File: src/rtl/nettlp_cmd_pkg.sv
// Shared NetTLP command-channel types: opcodes, FIFO command word,
// command-master state encoding and the host/wire byte swap.
package nettlp_cmd_pkg;

  localparam int NETTLP_DWADDR_W = 8;

  typedef enum logic [1:0] {
    NETTLP_OPC_REG_NOP = 2'd0,
    NETTLP_OPC_REG_RD  = 2'd1,
    NETTLP_OPC_REG_WR  = 2'd2,
    NETTLP_OPC_REG_RSV = 2'd3
  } NETTLP_OPC_T;

  typedef struct packed {
    NETTLP_OPC_T                opcode;
    logic [NETTLP_DWADDR_W-1:0] dwaddr;
    logic [31:0]                data;
  } FIFO_NETTLP_CMD_T;

  typedef enum logic [2:0] {
    MST_IDLE     = 3'd0,
    MST_PUSH     = 3'd1,
    MST_WAIT_RSP = 3'd2,
    MST_POP      = 3'd3,
    MST_DRAIN    = 3'd4,
    MST_DONE     = 3'd5
  } NETTLP_CMD_MST_STATE_T;

  function automatic logic [31:0] bswap32(input logic [31:0] d);
    return {d[7:0], d[15:8], d[23:16], d[31:24]};
  endfunction

endpackage

File: src/rtl/nettlp_cmd_master_if.sv
// Local request/response handshake plus command and response FIFO ports
// of the NetTLP command master; master = the command master itself.
interface nettlp_cmd_master_if;
  import nettlp_cmd_pkg::*;

  logic                       req_valid;
  logic                       req_ready;
  logic                       req_write;
  logic [NETTLP_DWADDR_W-1:0] req_dwaddr;
  logic [31:0]                req_wdata;

  logic                       rsp_valid;
  logic [31:0]                rsp_rdata;
  logic                       rsp_timeout;

  logic                       fifo_cmd_o_wr_en;
  logic                       fifo_cmd_o_full;
  FIFO_NETTLP_CMD_T           fifo_cmd_o_din;

  logic                       fifo_cmd_i_rd_en;
  logic                       fifo_cmd_i_empty;
  FIFO_NETTLP_CMD_T           fifo_cmd_i_dout;

  modport master (
    input  req_valid, req_write, req_dwaddr, req_wdata,
    input  fifo_cmd_o_full, fifo_cmd_i_empty, fifo_cmd_i_dout,
    output req_ready, rsp_valid, rsp_rdata, rsp_timeout,
    output fifo_cmd_o_wr_en, fifo_cmd_o_din, fifo_cmd_i_rd_en
  );

  modport slave (
    output req_valid, req_write, req_dwaddr, req_wdata,
    output fifo_cmd_o_full, fifo_cmd_i_empty, fifo_cmd_i_dout,
    input  req_ready, rsp_valid, rsp_rdata, rsp_timeout,
    input  fifo_cmd_o_wr_en, fifo_cmd_o_din, fifo_cmd_i_rd_en
  );

endinterface

File: src/rtl/nettlp_cmd_master.sv
// Initiator for adapter-register commands: pushes one request to the command
// FIFO, waits (bounded) for a read response and drains unmatched responses.
//
// state    | meaning
// IDLE     | ready for a request; drains any unsolicited response first
// PUSH     | request latched, waiting for command FIFO space
// WAIT_RSP | read pushed, looking for the matching response
// POP      | bubble after popping a non-matching response
// DRAIN    | bubble after popping a response in IDLE
// DONE     | one-cycle completion pulse
module nettlp_cmd_master
  import nettlp_cmd_pkg::*;
#(
  parameter int TIMEOUT_CYCLES = 1024,
  parameter int STAT_W         = 16
) (
  input  logic               clk,
  input  logic               rst,
  nettlp_cmd_master_if.master bus,
  output logic [STAT_W-1:0]  stat_stale_cnt
);

  localparam int TMR_W = $clog2(TIMEOUT_CYCLES);
  localparam logic [TMR_W-1:0] TMR_LAST = TMR_W'(TIMEOUT_CYCLES - 1);

  NETTLP_CMD_MST_STATE_T      state_q, state_d;
  logic [TMR_W-1:0]           timer_q, timer_d;
  logic                       wr_en_q, wr_en_d;
  logic                       rd_en_q, rd_en_d;
  FIFO_NETTLP_CMD_T           din_q, din_d;
  logic [31:0]                rdata_q, rdata_d;
  logic                       timeout_q, timeout_d;
  logic [STAT_W-1:0]          stale_q;
  logic                       stale_inc;
  logic                       lat_write_q, lat_write_d;
  logic [NETTLP_DWADDR_W-1:0] lat_dwaddr_q, lat_dwaddr_d;
  logic [31:0]                lat_wdata_q, lat_wdata_d;
  logic                       expired, rsp_match;

  always_comb begin
    state_d      = state_q;
    timer_d      = timer_q;
    wr_en_d      = 1'b0;
    rd_en_d      = 1'b0;
    din_d        = din_q;
    rdata_d      = rdata_q;
    timeout_d    = timeout_q;
    stale_inc    = 1'b0;
    lat_write_d  = lat_write_q;
    lat_dwaddr_d = lat_dwaddr_q;
    lat_wdata_d  = lat_wdata_q;
    expired      = (timer_q == TMR_LAST);
    rsp_match    = (bus.fifo_cmd_i_dout.opcode == NETTLP_OPC_REG_RD) &&
                   (bus.fifo_cmd_i_dout.dwaddr == lat_dwaddr_q);

    unique case (state_q)
      MST_IDLE: begin
        if (!bus.fifo_cmd_i_empty) begin
          rd_en_d   = 1'b1;
          stale_inc = 1'b1;
          state_d   = MST_DRAIN;
        end else if (bus.req_valid) begin
          lat_write_d  = bus.req_write;
          lat_dwaddr_d = bus.req_dwaddr;
          lat_wdata_d  = bus.req_wdata;
          timer_d      = '0;
          state_d      = MST_PUSH;
        end
      end
      MST_PUSH: begin
        if (expired) begin
          rdata_d   = '0;
          timeout_d = 1'b1;
          state_d   = MST_DONE;
        end else begin
          timer_d = timer_q + TMR_W'(1);
          if (!bus.fifo_cmd_o_full) begin
            wr_en_d      = 1'b1;
            din_d.opcode = lat_write_q ? NETTLP_OPC_REG_WR : NETTLP_OPC_REG_RD;
            din_d.dwaddr = lat_dwaddr_q;
            din_d.data   = bswap32(lat_wdata_q);
            if (lat_write_q) begin
              rdata_d   = '0;
              timeout_d = 1'b0;
              state_d   = MST_DONE;
            end else begin
              state_d = MST_WAIT_RSP;
            end
          end
        end
      end
      // A match in the expiry cycle still completes normally; a mismatch
      // there is left in the FIFO for IDLE to drain.
      MST_WAIT_RSP: begin
        if (!bus.fifo_cmd_i_empty && rsp_match) begin
          rd_en_d   = 1'b1;
          rdata_d   = bswap32(bus.fifo_cmd_i_dout.data);
          timeout_d = 1'b0;
          state_d   = MST_DONE;
        end else if (expired) begin
          rdata_d   = '0;
          timeout_d = 1'b1;
          state_d   = MST_DONE;
        end else begin
          timer_d = timer_q + TMR_W'(1);
          if (!bus.fifo_cmd_i_empty) begin
            rd_en_d   = 1'b1;
            stale_inc = 1'b1;
            state_d   = MST_POP;
          end
        end
      end
      MST_POP:   state_d = MST_WAIT_RSP;
      MST_DRAIN: state_d = MST_IDLE;
      MST_DONE:  state_d = MST_IDLE;
      default:   state_d = MST_IDLE;
    endcase
  end

  always_ff @(posedge clk or posedge rst) begin
    if (rst) begin
      state_q      <= MST_IDLE;
      timer_q      <= '0;
      wr_en_q      <= 1'b0;
      rd_en_q      <= 1'b0;
      din_q        <= '0;
      rdata_q      <= '0;
      timeout_q    <= 1'b0;
      stale_q      <= '0;
      lat_write_q  <= 1'b0;
      lat_dwaddr_q <= '0;
      lat_wdata_q  <= '0;
    end else begin
      state_q      <= state_d;
      timer_q      <= timer_d;
      wr_en_q      <= wr_en_d;
      rd_en_q      <= rd_en_d;
      din_q        <= din_d;
      rdata_q      <= rdata_d;
      timeout_q    <= timeout_d;
      lat_write_q  <= lat_write_d;
      lat_dwaddr_q <= lat_dwaddr_d;
      lat_wdata_q  <= lat_wdata_d;
      if (stale_inc && (stale_q != {STAT_W{1'b1}}))
        stale_q <= stale_q + STAT_W'(1);
    end
  end

  // rst gates ready so every output reads 0 while reset is held
  assign bus.req_ready        = !rst && (state_q == MST_IDLE) && bus.fifo_cmd_i_empty;
  assign bus.rsp_valid        = (state_q == MST_DONE);
  assign bus.rsp_rdata        = rdata_q;
  assign bus.rsp_timeout      = timeout_q;
  assign bus.fifo_cmd_o_wr_en = wr_en_q;
  assign bus.fifo_cmd_o_din   = din_q;
  assign bus.fifo_cmd_i_rd_en = rd_en_q;
  assign stat_stale_cnt       = stale_q;

endmodule

File: src/flat_wrapper.sv
// flat-port wrapper written by rule: the top's interface ports become plain ports
module nettlp_cmd_master_flat import nettlp_cmd_pkg::*;
#(
  parameter int TIMEOUT_CYCLES = 1024,
  parameter int STAT_W         = 16
)
  (clk, rst, stat_stale_cnt, bus_req_valid, bus_req_write, bus_req_dwaddr, bus_req_wdata, bus_fifo_cmd_o_full, bus_fifo_cmd_i_empty, bus_fifo_cmd_i_dout, bus_req_ready, bus_rsp_valid, bus_rsp_rdata, bus_rsp_timeout, bus_fifo_cmd_o_wr_en, bus_fifo_cmd_o_din, bus_fifo_cmd_i_rd_en);
  nettlp_cmd_master_if bus_i ();
  input  logic clk;
  input  logic rst;
  output logic [STAT_W-1:0] stat_stale_cnt;
  input wire logic [$bits(bus_i.req_valid)-1:0] bus_req_valid;
  input wire logic [$bits(bus_i.req_write)-1:0] bus_req_write;
  input wire logic [$bits(bus_i.req_dwaddr)-1:0] bus_req_dwaddr;
  input wire logic [$bits(bus_i.req_wdata)-1:0] bus_req_wdata;
  input wire logic [$bits(bus_i.fifo_cmd_o_full)-1:0] bus_fifo_cmd_o_full;
  input wire logic [$bits(bus_i.fifo_cmd_i_empty)-1:0] bus_fifo_cmd_i_empty;
  input wire logic [$bits(bus_i.fifo_cmd_i_dout)-1:0] bus_fifo_cmd_i_dout;
  output wire logic [$bits(bus_i.req_ready)-1:0] bus_req_ready;
  output wire logic [$bits(bus_i.rsp_valid)-1:0] bus_rsp_valid;
  output wire logic [$bits(bus_i.rsp_rdata)-1:0] bus_rsp_rdata;
  output wire logic [$bits(bus_i.rsp_timeout)-1:0] bus_rsp_timeout;
  output wire logic [$bits(bus_i.fifo_cmd_o_wr_en)-1:0] bus_fifo_cmd_o_wr_en;
  output wire logic [$bits(bus_i.fifo_cmd_o_din)-1:0] bus_fifo_cmd_o_din;
  output wire logic [$bits(bus_i.fifo_cmd_i_rd_en)-1:0] bus_fifo_cmd_i_rd_en;
  assign bus_i.req_valid = bus_req_valid;
  assign bus_i.req_write = bus_req_write;
  assign bus_i.req_dwaddr = bus_req_dwaddr;
  assign bus_i.req_wdata = bus_req_wdata;
  assign bus_i.fifo_cmd_o_full = bus_fifo_cmd_o_full;
  assign bus_i.fifo_cmd_i_empty = bus_fifo_cmd_i_empty;
  assign bus_i.fifo_cmd_i_dout = bus_fifo_cmd_i_dout;
  assign bus_req_ready = bus_i.req_ready;
  assign bus_rsp_valid = bus_i.rsp_valid;
  assign bus_rsp_rdata = bus_i.rsp_rdata;
  assign bus_rsp_timeout = bus_i.rsp_timeout;
  assign bus_fifo_cmd_o_wr_en = bus_i.fifo_cmd_o_wr_en;
  assign bus_fifo_cmd_o_din = bus_i.fifo_cmd_o_din;
  assign bus_fifo_cmd_i_rd_en = bus_i.fifo_cmd_i_rd_en;
  nettlp_cmd_master #(.TIMEOUT_CYCLES(TIMEOUT_CYCLES), .STAT_W(STAT_W)) u_core (.clk(clk), .rst(rst), .bus(bus_i), .stat_stale_cnt(stat_stale_cnt));
endmodule
File: config.mk
export PLATFORM = sky130hd
export DESIGN_NAME = nettlp_cmd_master_flat
export DESIGN_NICKNAME = d
export VERILOG_FILES = /design/src/rtl/nettlp_cmd_pkg.sv /design/src/rtl/nettlp_cmd_master_if.sv /design/src/rtl/nettlp_cmd_master.sv /design/src/flat_wrapper.sv
export SDC_FILE = /design/constraint.sdc
export NUM_CORES = 1
export LEC_CHECK = 0
export ABC_AREA = 1
export CAP_MARGIN = 5
export CORE_MARGIN = 5
export CORE_UTILIZATION = 28
export CTS_BUF_LIST = sky130_fd_sc_hd__clkbuf_4 sky130_fd_sc_hd__clkbuf_8 sky130_fd_sc_hd__clkbuf_16
export DETAILED_ROUTE_END_ITERATION = 10
export GPL_TIMING_DRIVEN = 0
export PLACE_DENSITY = 0.56
export SYNTH_ARGS = -nofsm -noshare
export SYNTH_HDL_FRONTEND = slang
export SYNTH_SLANG_ARGS = --single-unit
export TNS_END_PERCENT = 30
File: constraint.sdc
create_clock -name clk -period 4.9 [get_ports clk]
set_clock_uncertainty 0.05 [all_clocks]
set_input_delay 0.735 -clock clk [delete_from_list [all_inputs] [get_ports clk]]
set_output_delay 0.735 -clock clk [all_outputs]
set_load 0.005 [all_outputs]
; Word level (Yosys, flattened, before mapping)
; Index checks and enable logic that the tools add are counted.
[word_totals]
register_bits = 147
inputBits = 88
out_inout_bits = 95
elab_cells = 84
[classes]
add_sub_neg = 2
n_eq_ne = 16
n_mux = 36
bitwise = 2
reduce_logical = 15
[op_table]
columns = cell, n
row1 = $mux 32, 5
row2 = $pmux 32 s2, 1
row3 = $mux 10, 4
row4 = $pmux 10 s3, 1
row5 = $mux 3, 8
row6 = $add 16x1->16 const B, 1
row7 = $ne 16x16->1 const B, 1
row8 = $mux 1, 12
row9 = $pmux 3 s4, 1
row10 = $add 10x1->10 const B, 1
row11 = $eq 10x10->1 const B, 1
row12 = $reduce_and 3->1, 3
row13 = $eq 8x8->1, 1
row14 = $reduce_and 4->1, 2
row15 = $eq 3x2->1 const B, 2
row16 = $ne 2x2->1 const B, 3
row17 = $ne 3x1->1 const B, 2
row18 = $pmux 1 s2, 3
row19 = $logic_and 1x1->1, 5
row20 = $ne 4x2->1 const B, 1
row21 = $eq 3x1->1 const B, 1
row22 = $eq 3x3->1 const B, 1
row23 = $logic_not 3->1, 1
row24 = $ne 3x2->1 const B, 1
row25 = other kinds (7), 9

; Logic depth before layout (Yosys ltp)
; Gate-level depths: netlist of run 1.
[logic_depth]
word_depth = 6
depth_mapped = 12
ltp_nobuf = 11

; Least setup slack after synthesis of run 1
; Ideal clock, no wire load.
[synth_timing]
path_kind = input -> output
start = input bus_fifo_cmd_i_empty
end = output bus_req_ready
arrival_time_ps = 1059
required_time_ps = 4115
setup_slack_ps = 3056
stages = 4
path_buffers = 0
path_cell_list = inv_1 > nor2_1 > inv_1 > nor2_1
[synth_between]
elab_chain_len = 1
[synth_lines]
columns = element, line
row1 = from (decl), flat_wrapper.sv:17  ; input wire logic [$bits(bus_i.fifo_cmd_i_empty)-1:0] bus_fifo_cmd_i_empty;
row2 = $logic_and 1x1->1, nettlp_cmd_master.sv:150  ; assign bus.req_ready = !rst && (state_q == MST_IDLE) && bus.fifo_cmd_i_empty;
row3 = to (decl), flat_wrapper.sv:19  ; output wire logic [$bits(bus_i.req_ready)-1:0] bus_req_ready;
; Every way passes these cells.

; Worst setup path in the final report of run 1
; Same ends and word-level chain as after synthesis.

==> results of run 1 <==
## sequential cells by signal (all words and copies together), names as in the netlist
register	flops
u_core.lat_wdata_q	32
u_core.bus.rsp_rdata	32
u_core.bus.fifo_cmd_o_din	42
u_core.timer_q	10
u_core.stat_stale_cnt	16
u_core.bus.rsp_timeout	1
u_core.state_q	3
u_core.lat_dwaddr_q	8
u_core.bus.fifo_cmd_o_wr_en	1
u_core.bus.fifo_cmd_i_rd_en	1
u_core.lat_write_q	1
## power by group
part | leakage, nW | total, mW | internal (mW) | switching, mW
registers | 1.83 | 1.78 | 1.59 | 0.192
logic | 2.34 | 1.44 | 0.713 | 0.728
clock network | 0.271 | 1.28 | 0.712 | 0.566
## kinds of logic after synthesis
group	synth area share, %
muxes	0.177
DFF	57.9
buffers and inverters	7.18
adders and majority gates	0.394
AOI/OAI and AO/OA	8.03
xor gates and xnor gates	2.48
and+or+nand+nor	23.9
## cells in the mapped netlist, types with 3 or more instances
| cell | count | area (µm²) |
|---|---|---|
| nand2_1 | 247 | 927 |
| a21oi_1 | 40 | 200 |
| buf_6 | 3 | 33.8 |
| nand2_2 | 4 | 25.0 |
| or2_2 | 3 | 18.8 |
| nor2_1 | 57 | 214 |
| xnor2_1 | 8 | 70.1 |
| xor2_1 | 10 | 87.6 |
| nand4_1 | 5 | 31.3 |
| clkbuf_1 | 8 | 30.0 |
| o21ai_0 | 41 | 205 |
| o21ai_1 | 9 | 45.0 |
| nor3_1 | 4 | 20.0 |
| inv_1 | 79 | 297 |
| inv_2 | 3 | 11.3 |
| nand3_1 | 36 | 180 |
| buf_2 | 16 | 80.1 |
| dfrtp_1 | 147 | 3680 |
## final cells by class
class	count	area, µm²	area share [%]
Multi-Input combinational cell	484	2220	24.3
Buffer	28	149	1.63
Sequential cell	147	3680	40.3
Antenna cell	1	2.50	0.0274
Clock inverter	14	141	1.55
Tap cell	285	357	3.90
Clock buffer	17	425	4.66
Timing Repair Buffer	183	1850	20.2
Inverter	82	313	3.42
## worst paths after layout
check                                                           from                                   endpoint  slack, ns  cells after the start
worst max-delay path                            bus_fifo_cmd_i_empty                              bus_req_ready       1.84                      6
worst min-delay path            u_core.bus.rsp_rdata[25]$_DFFE_PP0P_       u_core.bus.rsp_rdata[25]$_DFFE_PP0P_       0.42                      2
worst max register to register  u_core.stat_stale_cnt[0]$_DFFE_PP0P_       u_core.stat_stale_cnt[2]$_DFFE_PP0P_       2.97                      7
worst min register to register  u_core.bus.rsp_rdata[25]$_DFFE_PP0P_       u_core.bus.rsp_rdata[25]$_DFFE_PP0P_       0.42                      2
max in group asynchronous                                        rst  u_core.bus.fifo_cmd_o_din[33]$_DFFE_PP0P_       3.22                      3
min in group asynchronous                                        rst       u_core.stat_stale_cnt[1]$_DFFE_PP0P_       0.76                      2
## metrics by stage
stage,util [%],power [mW]
after floorplan,-,2.50
after global placement,37.9,3.25
after detailed placement,38.1,3.27
after CTS,40.6,4.59
after global routing,40.6,4.84
final,40.6,4.50
## per-layer routing
| layer | wire length (µm) | up-vias | share of wire (%) | global-route usage [%] |
|---|---|---|---|---|
| met4 | 231 | 2 | 1.3 | 3.95 |
| met1 | 8030 | 2434 | 46 | 17.3 |
| met2 | 7330 | 166 | 42 | 21.0 |
| met3 | 1950 | 18 | 11 | 7.13 |
| met5 | 7 | - | 0.040 | 0 |
| li1 | - | 2717 | - | - |
## critical path: cells and delay by family
kind | cells | cell delay, ns
buf+inv | 4 | 1.28
simple gates | 2 | 0.26
## cells in the final DEF (no fill, tap or decap), drive strengths merged, types with 6 or more instances in the layout
master and n:
dfrtp 147, xnor2 8, nand3 38, buf 20, inv 90, nor3 6, nand2 251, clkbuf 26
nor2 60, o21ai 50, clkdlybuf4s50 182, xor2 10, a21oi 41
==> summary.txt, run 1 <==
outcome = finished clean
Pre-Repair DR Iteration Count = 4
crit-path cells = clkdlybuf4s50_1, inv_1, nor2_1, inv_1, nor2_1, clkdlybuf4s50_1
final design area excluding fillers = 9140 µm²
placed cell area = 8570 µm²
clk slew on worst S/H paths = 0.06 ns
Worst setup EP type = output port
Max-slew headroom = 54.9%
ANT nets after route = 0
Final Setup Violations = 0
clock net sink count = 147
RSZ-0062 raised after global routing = false
fraction of the yosys area taken by sequential cells = 57.9%
ys async rst share = 100%
Yosys cell types = 34
drt wl/cell = 14.1 µm
Cell Count, Final, Fillers Out = 1241
pwr/cell area = 493 nW/µm²
clock buffer depth = 2
Die Wd = 161 µm
CTS buffer count = 17
Max stage delay on crit path = 0.55 ns
gp weighted congestion = 0.806
Tot GR Track Use = 13.8%
CP Launch Type = primary input
Slew Limit Fails = 0
crit path kind = primary input to output port
fillers = 2254
pre-CTS setup slack = 1.79 ns
first-pass GRT wire length = 28700 µm
Synthesized Nets = 831
syn avg cell area = 8.58 µm²
Post-Place Cells = 1209
starting DRC count in detailed routing = 233
Nets = 1033
number of synthesized flops with an enable pin = 0
Synth Instances = 741
Fmax = 327 MHz
I/O Buffers = 182
DRT Wirelength = 17500 µm
Max rail drop VDD = 0.233 mV
share of layout cells above drive strength 1 = 7.54%
pin count of the biggest net entering global routing = 76
Vias/cell = 4.30
CP Max Fanout = 3
DR vias = 5337
H-tree depth = 4
Vert. Die Dim = 161 µm
clock root buffer master = clkbuf_16
# DRC = 0
post-CTS sizing = 0
Final WS setup = 1.84 ns
worst-margin pin slew = 0.677 ns
WP data arrival = 2.28 ns
Hold/Removal Path Class = flip-flop to flip-flop
Fin. Hold Viols = 0
Crit-path slowest cell = clkdlybuf4s50_1
Lkg Pwr = 4.44 nW
post-cts hold buffer count = 0
hpwl dp = 12800 µm
Layout area overhead = 43.7%
Synth Register Bits = 147
Tmin final = 3.06 ns
Post-Synthesis Cell Area = 6360 µm²
Die ar. = 25800 µm²
warnings from Yosys = 0
CTS tree = yes
max-cap viol count = 0
core area = 22500 µm²
final period utilization = 62.5%
Worst Path Required = 4.12 ns
Main synth FF type = dfrtp_1
setup TNS = 0 ns
Starting Density = 28.2%
row cnt = 55
Fin Hold WS = 0.420 ns
Ports = 183
vias in the first global route = 5415
postcts setup bufs = 0
Skew-Pair Late Insertion Delay = 0.43 ns
initial antenna violation count = 2
Overflow after GRT = 0
(Power assumes the default switching activity.)
==> run 2: changes to the inputs <==
--- a/config.mk
+++ b/config.mk
@@ -12,7 +12,7 @@
 export CTS_BUF_LIST = sky130_fd_sc_hd__clkbuf_4 sky130_fd_sc_hd__clkbuf_8 sky130_fd_sc_hd__clkbuf_16
 export DETAILED_ROUTE_END_ITERATION = 10
 export GPL_TIMING_DRIVEN = 0
-export PLACE_DENSITY = 0.56
+export PLACE_DENSITY = 0.54
 export SYNTH_ARGS = -nofsm -noshare
 export SYNTH_HDL_FRONTEND = slang
 export SYNTH_SLANG_ARGS = --single-unit
==> constraint.sdc (replaced) <==
create_clock -name clk -period 3.2 [get_ports clk]
set_clock_uncertainty 0.05 [all_clocks]
set_input_delay 0.48 -clock clk [delete_from_list [all_inputs] [get_ports clk]]
set_output_delay 0.48 -clock clk [all_outputs]
set_load 0.005 [all_outputs]
==> summary.txt, run 2 (same netlist as run 1, synthesis figures left out) <==
most frequent cells in the layout = 247 x nand2_1, 182 x clkdlybuf4s50_1, 147 x dfrtp_1, 78 x inv_1, 57 x nor2_1
Vert. Die Dim = 161 µm (unchanged)
gp weighted congestion = 0.801 (-0.62%)
hpwl dp = 13100 µm (+2.1%)
Nets = 1036 (+0.29%)
CTS tree = yes
clock root buffer master = clkbuf_16
crit path kind = primary input to output port
postcts setup bufs = 0 (unchanged)
DRT Wirelength = 17600 µm (+0.54%)
pwr/cell area = 748 nW/µm² (+52%)
Overflow after GRT = 0 (unchanged)
Pre-Repair DR Iteration Count = 5 (+1)
Worst setup EP type = output port
Final Setup Violations = 0 (unchanged)
I/O Buffers = 182 (unchanged)
Lkg Pwr = 4.47 nW (+0.68%)
pre-CTS setup slack = 0.648 ns (-1.14 ns)
# DRC = 0 (unchanged)
Die Wd = 161 µm (unchanged)
ANT nets after route = 0 (unchanged)
Layout area overhead = 44.6%
post-CTS sizing = 0 (unchanged)
setup TNS = 0 ns (unchanged)
Worst Path Required = 2.67 ns (-1.45 ns)
RSZ-0062 raised after global routing = false
initial antenna violation count = 2 (unchanged)
placed cell area = 8620 µm² (+0.60%)
Fmax = 396 MHz
H-tree depth = 4 (unchanged)
Starting Density = 28.2% (unchanged)
Hold/Removal Path Class = primary input to asynchronous set/reset pin
CTS buffer count = 17 (unchanged)
final period utilization = 78.9%
pin count of the biggest net entering global routing = 41 (-46%)
Max-slew headroom = 65.5% (+11 points)
Antenna Diode Count = 0 (-1)
starting DRC count in detailed routing = 296 (+27%)
Design Power = 6.88 mW (+53%)
Fin Hold WS = 0.383 ns (-0.0362 ns)
post-cts hold buffer count = 0 (unchanged)
share of layout cells above drive strength 1 = 7.92% (+0.39 points)
core area = 22500 µm² (unchanged)
row cnt = 55 (unchanged)
Tot GR Track Use = 14.0% (+0.19 points)
CP Launch Type = primary input
Final WS setup = 0.676 ns (-1.16 ns)
final design area excluding fillers = 9190 µm² (+0.63%)
Slew Limit Fails = 0 (unchanged)
clock buffer depth = 2 (unchanged)
fillers = 2289 (+1.6%)
max-cap viol count = 0 (unchanged)
outcome = finished clean
Die ar. = 25800 µm² (unchanged)
Fin. Hold Viols = 0 (unchanged)
first-pass GRT wire length = 29400 µm (+2.7%)
WP data arrival = 1.99 ns (-0.29 ns)
Vias/cell = 4.33 (+0.58%)
CP Max Fanout = 3 (unchanged)
clk slew on worst S/H paths = 0.07 ns (about the same)
fin util = 40.9% (+0.26 points)
DR vias = 5381 (+0.82%)
Max rail drop VDD = 0.410 mV (+76%)
Tmin final = 2.52 ns
Ports = 183 (unchanged)
Post-Place Cells = 1212 (+0.25%)
clock net sink count = 147 (unchanged)
vias in the first global route = 5521 (+2.0%)
Cell Count, Final, Fillers Out = 1244 (+0.24%)
max FFs per register = 42 (unchanged)
commonest non-fill, non-tap cell in the layout = nand2_1
drt wl/cell = 14.2 µm (+0.29%)
worst-margin pin slew = 0.517 ns (-0.160 ns)
Skew-Pair Late Insertion Delay = 0.42 ns (about the same)
## run 2: area by class of cell
type | instances | area [µm²] | area share [%]
clock inverter | 14 | 136 | 1.48
multi-input combinational | 484 | 2220 | 24.2
buffer | 28 | 149 | 1.62
timing repair buffer | 186 | 1900 | 20.7
tap | 285 | 357 | 3.88
clock buffer | 18 | 439 | 4.78
inverter | 82 | 312 | 3.39
sequential | 147 | 3680 | 40.0
## run 2: worst paths after layout
check                                                     start                               endpoint  slack [ns]  cells after the start
max                                        bus_fifo_cmd_i_empty                          bus_req_ready        0.68                      6
min                                                         rst   u_core.stat_stale_cnt[4]$_DFFE_PP0P_        0.38                      2
max reg2reg                u_core.stat_stale_cnt[0]$_DFFE_PP0P_  u_core.stat_stale_cnt[11]$_DFFE_PP0P_        1.22                      7
min reg2reg                 u_core.bus.rsp_rdata[3]$_DFFE_PP0P_    u_core.bus.rsp_rdata[3]$_DFFE_PP0P_        0.42                      2
max in group asynchronous                                   rst          u_core.timer_q[6]$_DFFE_PP0P_        1.74                      5
min in group clk            u_core.bus.rsp_rdata[3]$_DFFE_PP0P_    u_core.bus.rsp_rdata[3]$_DFFE_PP0P_        0.42                      2
## run 2: worst max-delay path, stage by stage
cell and delay (ns):
clkdlybuf4s50_1 0.54, inv_1 0.10, nor2_1 0.16, inv_1 0.11, nor2_1 0.10, clkdlybuf4s50_1 0.51
## run 2: power breakdown
part	switching (mW)	leakage [nW]	internal (mW)
Clock	0.888	0.281	1.05
Sequential	0.298	1.83	2.44
Combinational	1.11	2.36	1.10
Total	2.29	4.47	4.59
## run 2: layer usage
metal  GRT usage [%]  vias up  part of all wire, %
met5               0        -                 0.12
met4            2.46        4                 0.62
met3            7.31       11                   11
met2            21.5      167                   43
met1            18.0     2465                   46
li1                -     2734                    -
==> run 3: changes to the inputs <==
==> constraint.sdc (replaced) <==
create_clock -name clk -period 2.4 [get_ports clk]
set_clock_uncertainty 0.05 [all_clocks]
set_input_delay 0.36 -clock clk [delete_from_list [all_inputs] [get_ports clk]]
set_output_delay 0.36 -clock clk [all_outputs]
set_load 0.005 [all_outputs]
==> summary.txt, run 3 (same netlist as run 1, synthesis figures left out) <==
Switching Share = 33.3% (-0.049 points)
max-cap viol count = 0 (unchanged)
DRT Wirelength = 17600 µm (-0.12%)
clock buffer depth = 2 (unchanged)
CTS buffer count = 17 (unchanged)
Max-slew headroom = 65.5% (about the same)
max FFs per register = 42 (unchanged)
row cnt = 55 (unchanged)
I/O Buffers = 182 (unchanged)
core area = 22500 µm² (unchanged)
# DRC = 0 (unchanged)
Starting Density = 28.2% (unchanged)
Worst Path Required = 1.99 ns (-0.68 ns)
Layout area overhead = 44.8%
vias in the first global route = 5521 (unchanged)
hpwl dp = 13100 µm (unchanged)
Antenna Diode Count = 0 (unchanged)
Post-Place Cells = 1212 (unchanged)
Slew Limit Fails = 0 (unchanged)
Lkg Pwr = 4.48 nW (+0.12%)
clock root buffer master = clkbuf_16
CP Launch Type = flip-flop
placed cell area = 8620 µm² (unchanged)
combinational share of power = 32.2% (+0.2 points)
Final Setup Violations = 0 (unchanged)
Max rail drop VDD = 0.546 mV (+33%)
Flop pwr share = 39.7% (about the same)
Die Wd = 161 µm (unchanged)
Cell Count, Final, Fillers Out = 1245 (+0.080%)
Ports = 183 (unchanged)
initial antenna violation count = 2 (unchanged)
NetSw = 3.05 mW (+33%)
clock net sink count = 147 (unchanged)
gp weighted congestion = 0.801 (unchanged)
Power Internal = 6.13 mW (+34%)
H-tree depth = 4 (unchanged)
Vert. Die Dim = 161 µm (unchanged)
outcome = finished clean
Worst setup EP type = output port
post-cts hold buffer count = 0 (unchanged)
CTS tree = yes
pwr/cell area = 998 nW/µm² (+33%)
Pre-Repair DR Iteration Count = 5 (unchanged)
Overflow after GRT = 0 (unchanged)
crit path kind = flip-flop to output port
CP Max Fanout = 4 (+1)
Hold/Removal Path Class = primary input to asynchronous set/reset pin
Clock power frac = 28.1% (about the same)
pin count of the biggest net entering global routing = 41 (unchanged)
Die ar. = 25800 µm² (unchanged)
starting DRC count in detailed routing = 310 (+4.7%)
Fmax = 436 MHz
setup TNS = 0 ns (unchanged)
WP data arrival = 1.89 ns (-0.10 ns)
first-pass GRT wire length = 29400 µm (unchanged)
Nets = 1037 (+0.097%)
most frequent cells in the layout = 247 x nand2_1, 182 x clkdlybuf4s50_1, 147 x dfrtp_1, 78 x inv_1, 56 x nor2_1
Fin. Hold Viols = 0 (unchanged)
Vias/cell = 4.31 (-0.27%)
Tmin final = 2.30 ns
clk slew on worst S/H paths = 0.07 ns (about the same)
commonest non-fill, non-tap cell in the layout = nand2_1
Skew-Pair Late Insertion Delay = 0.42 ns (about the same)
Tot GR Track Use = 14.0% (unchanged)
final design area excluding fillers = 9200 µm² (+0.11%)
drt wl/cell = 14.2 µm (-0.20%)
final period utilization = 95.7%
worst-margin pin slew = 0.517 ns (+0.0000878 ns)
DR vias = 5371 (-0.19%)
share of layout cells above drive strength 1 = 8.13% (+0.20 points)
ANT nets after route = 0 (unchanged)
run 3: stage by stage:
step	util, %	total power, mW	setup WS [ns]	hold WS, ns
detailed placement	38.3	6.70	0.0863	0.407
global route	40.9	9.90	-0.0158	0.291
floorplan	-	5.10	0.143	0.393
CTS	40.9	9.36	0.0298	0.258
global placement	37.9	6.65	-1.35	0.402
finish	40.9	9.18	0.104	0.264
run 3: final timing paths:
check,startpoint,endpoint,slack [ns],depth (start not counted)
worst min register to register,u_core.bus.rsp_rdata[3]$_DFFE_PP0P_,u_core.bus.rsp_rdata[3]$_DFFE_PP0P_,0.42,2
worst max register to register,u_core.stat_stale_cnt[0]$_DFFE_PP0P_,u_core.stat_stale_cnt[11]$_DFFE_PP0P_,0.42,7
worst min-delay path,rst,u_core.stat_stale_cnt[4]$_DFFE_PP0P_,0.26,2
min in group clk,u_core.bus.rsp_rdata[3]$_DFFE_PP0P_,u_core.bus.rsp_rdata[3]$_DFFE_PP0P_,0.42,2
worst max-delay path,u_core.state_q[2]$_DFFE_PP0P_,bus_req_ready,0.10,6
max in group asynchronous,rst,u_core.timer_q[6]$_DFFE_PP0P_,1.05,5
run 3: cell type report:
cell class,count,area [µm²]
Buffer,28,149
Multi-Input combinational cell,484,2220
Tap cell,285,357
Clock buffer,18,439
Fill cell,2289,13300
Timing Repair Buffer,187,1910
Sequential cell,147,3680
Clock inverter,14,136
Inverter,82,312
run 3: critical path: stages, from the launching register on:
cell and delay (ns):
dfrtp_1 0.42, nor2_2 0.13, nand2_1 0.06, nor2_1 0.13
inv_1 0.11, nor2_1 0.10, clkdlybuf4s50_1 0.51
run 3: layer usage:
layer | global-route usage (%) | vias up | part of all wire (%)
met5 | 0 | - | 0.15
met4 | 2.46 | 4 | 0.63
met3 | 7.31 | 12 | 10
met2 | 21.5 | 157 | 43
met1 | 18.0 | 2461 | 46
li1 | - | 2737 | -
run 3: what timing repair did:
item / in CTS / in global routing
endpoints found under the setup margin: 0 / 1
resized for setup: 0 / 1
buffers inserted: 0 / 1
run 3: power groups by stage:
stage	logic [mW]	registers, mW	clock network, mW
after global routing	3.36	3.75	2.78
final	2.95	3.65	2.58
after CTS	3.02	3.66	2.67
after global placement	2.97	3.69	0
after detailed placement	3.01	3.68	0
after floorplan	1.45	3.66	0
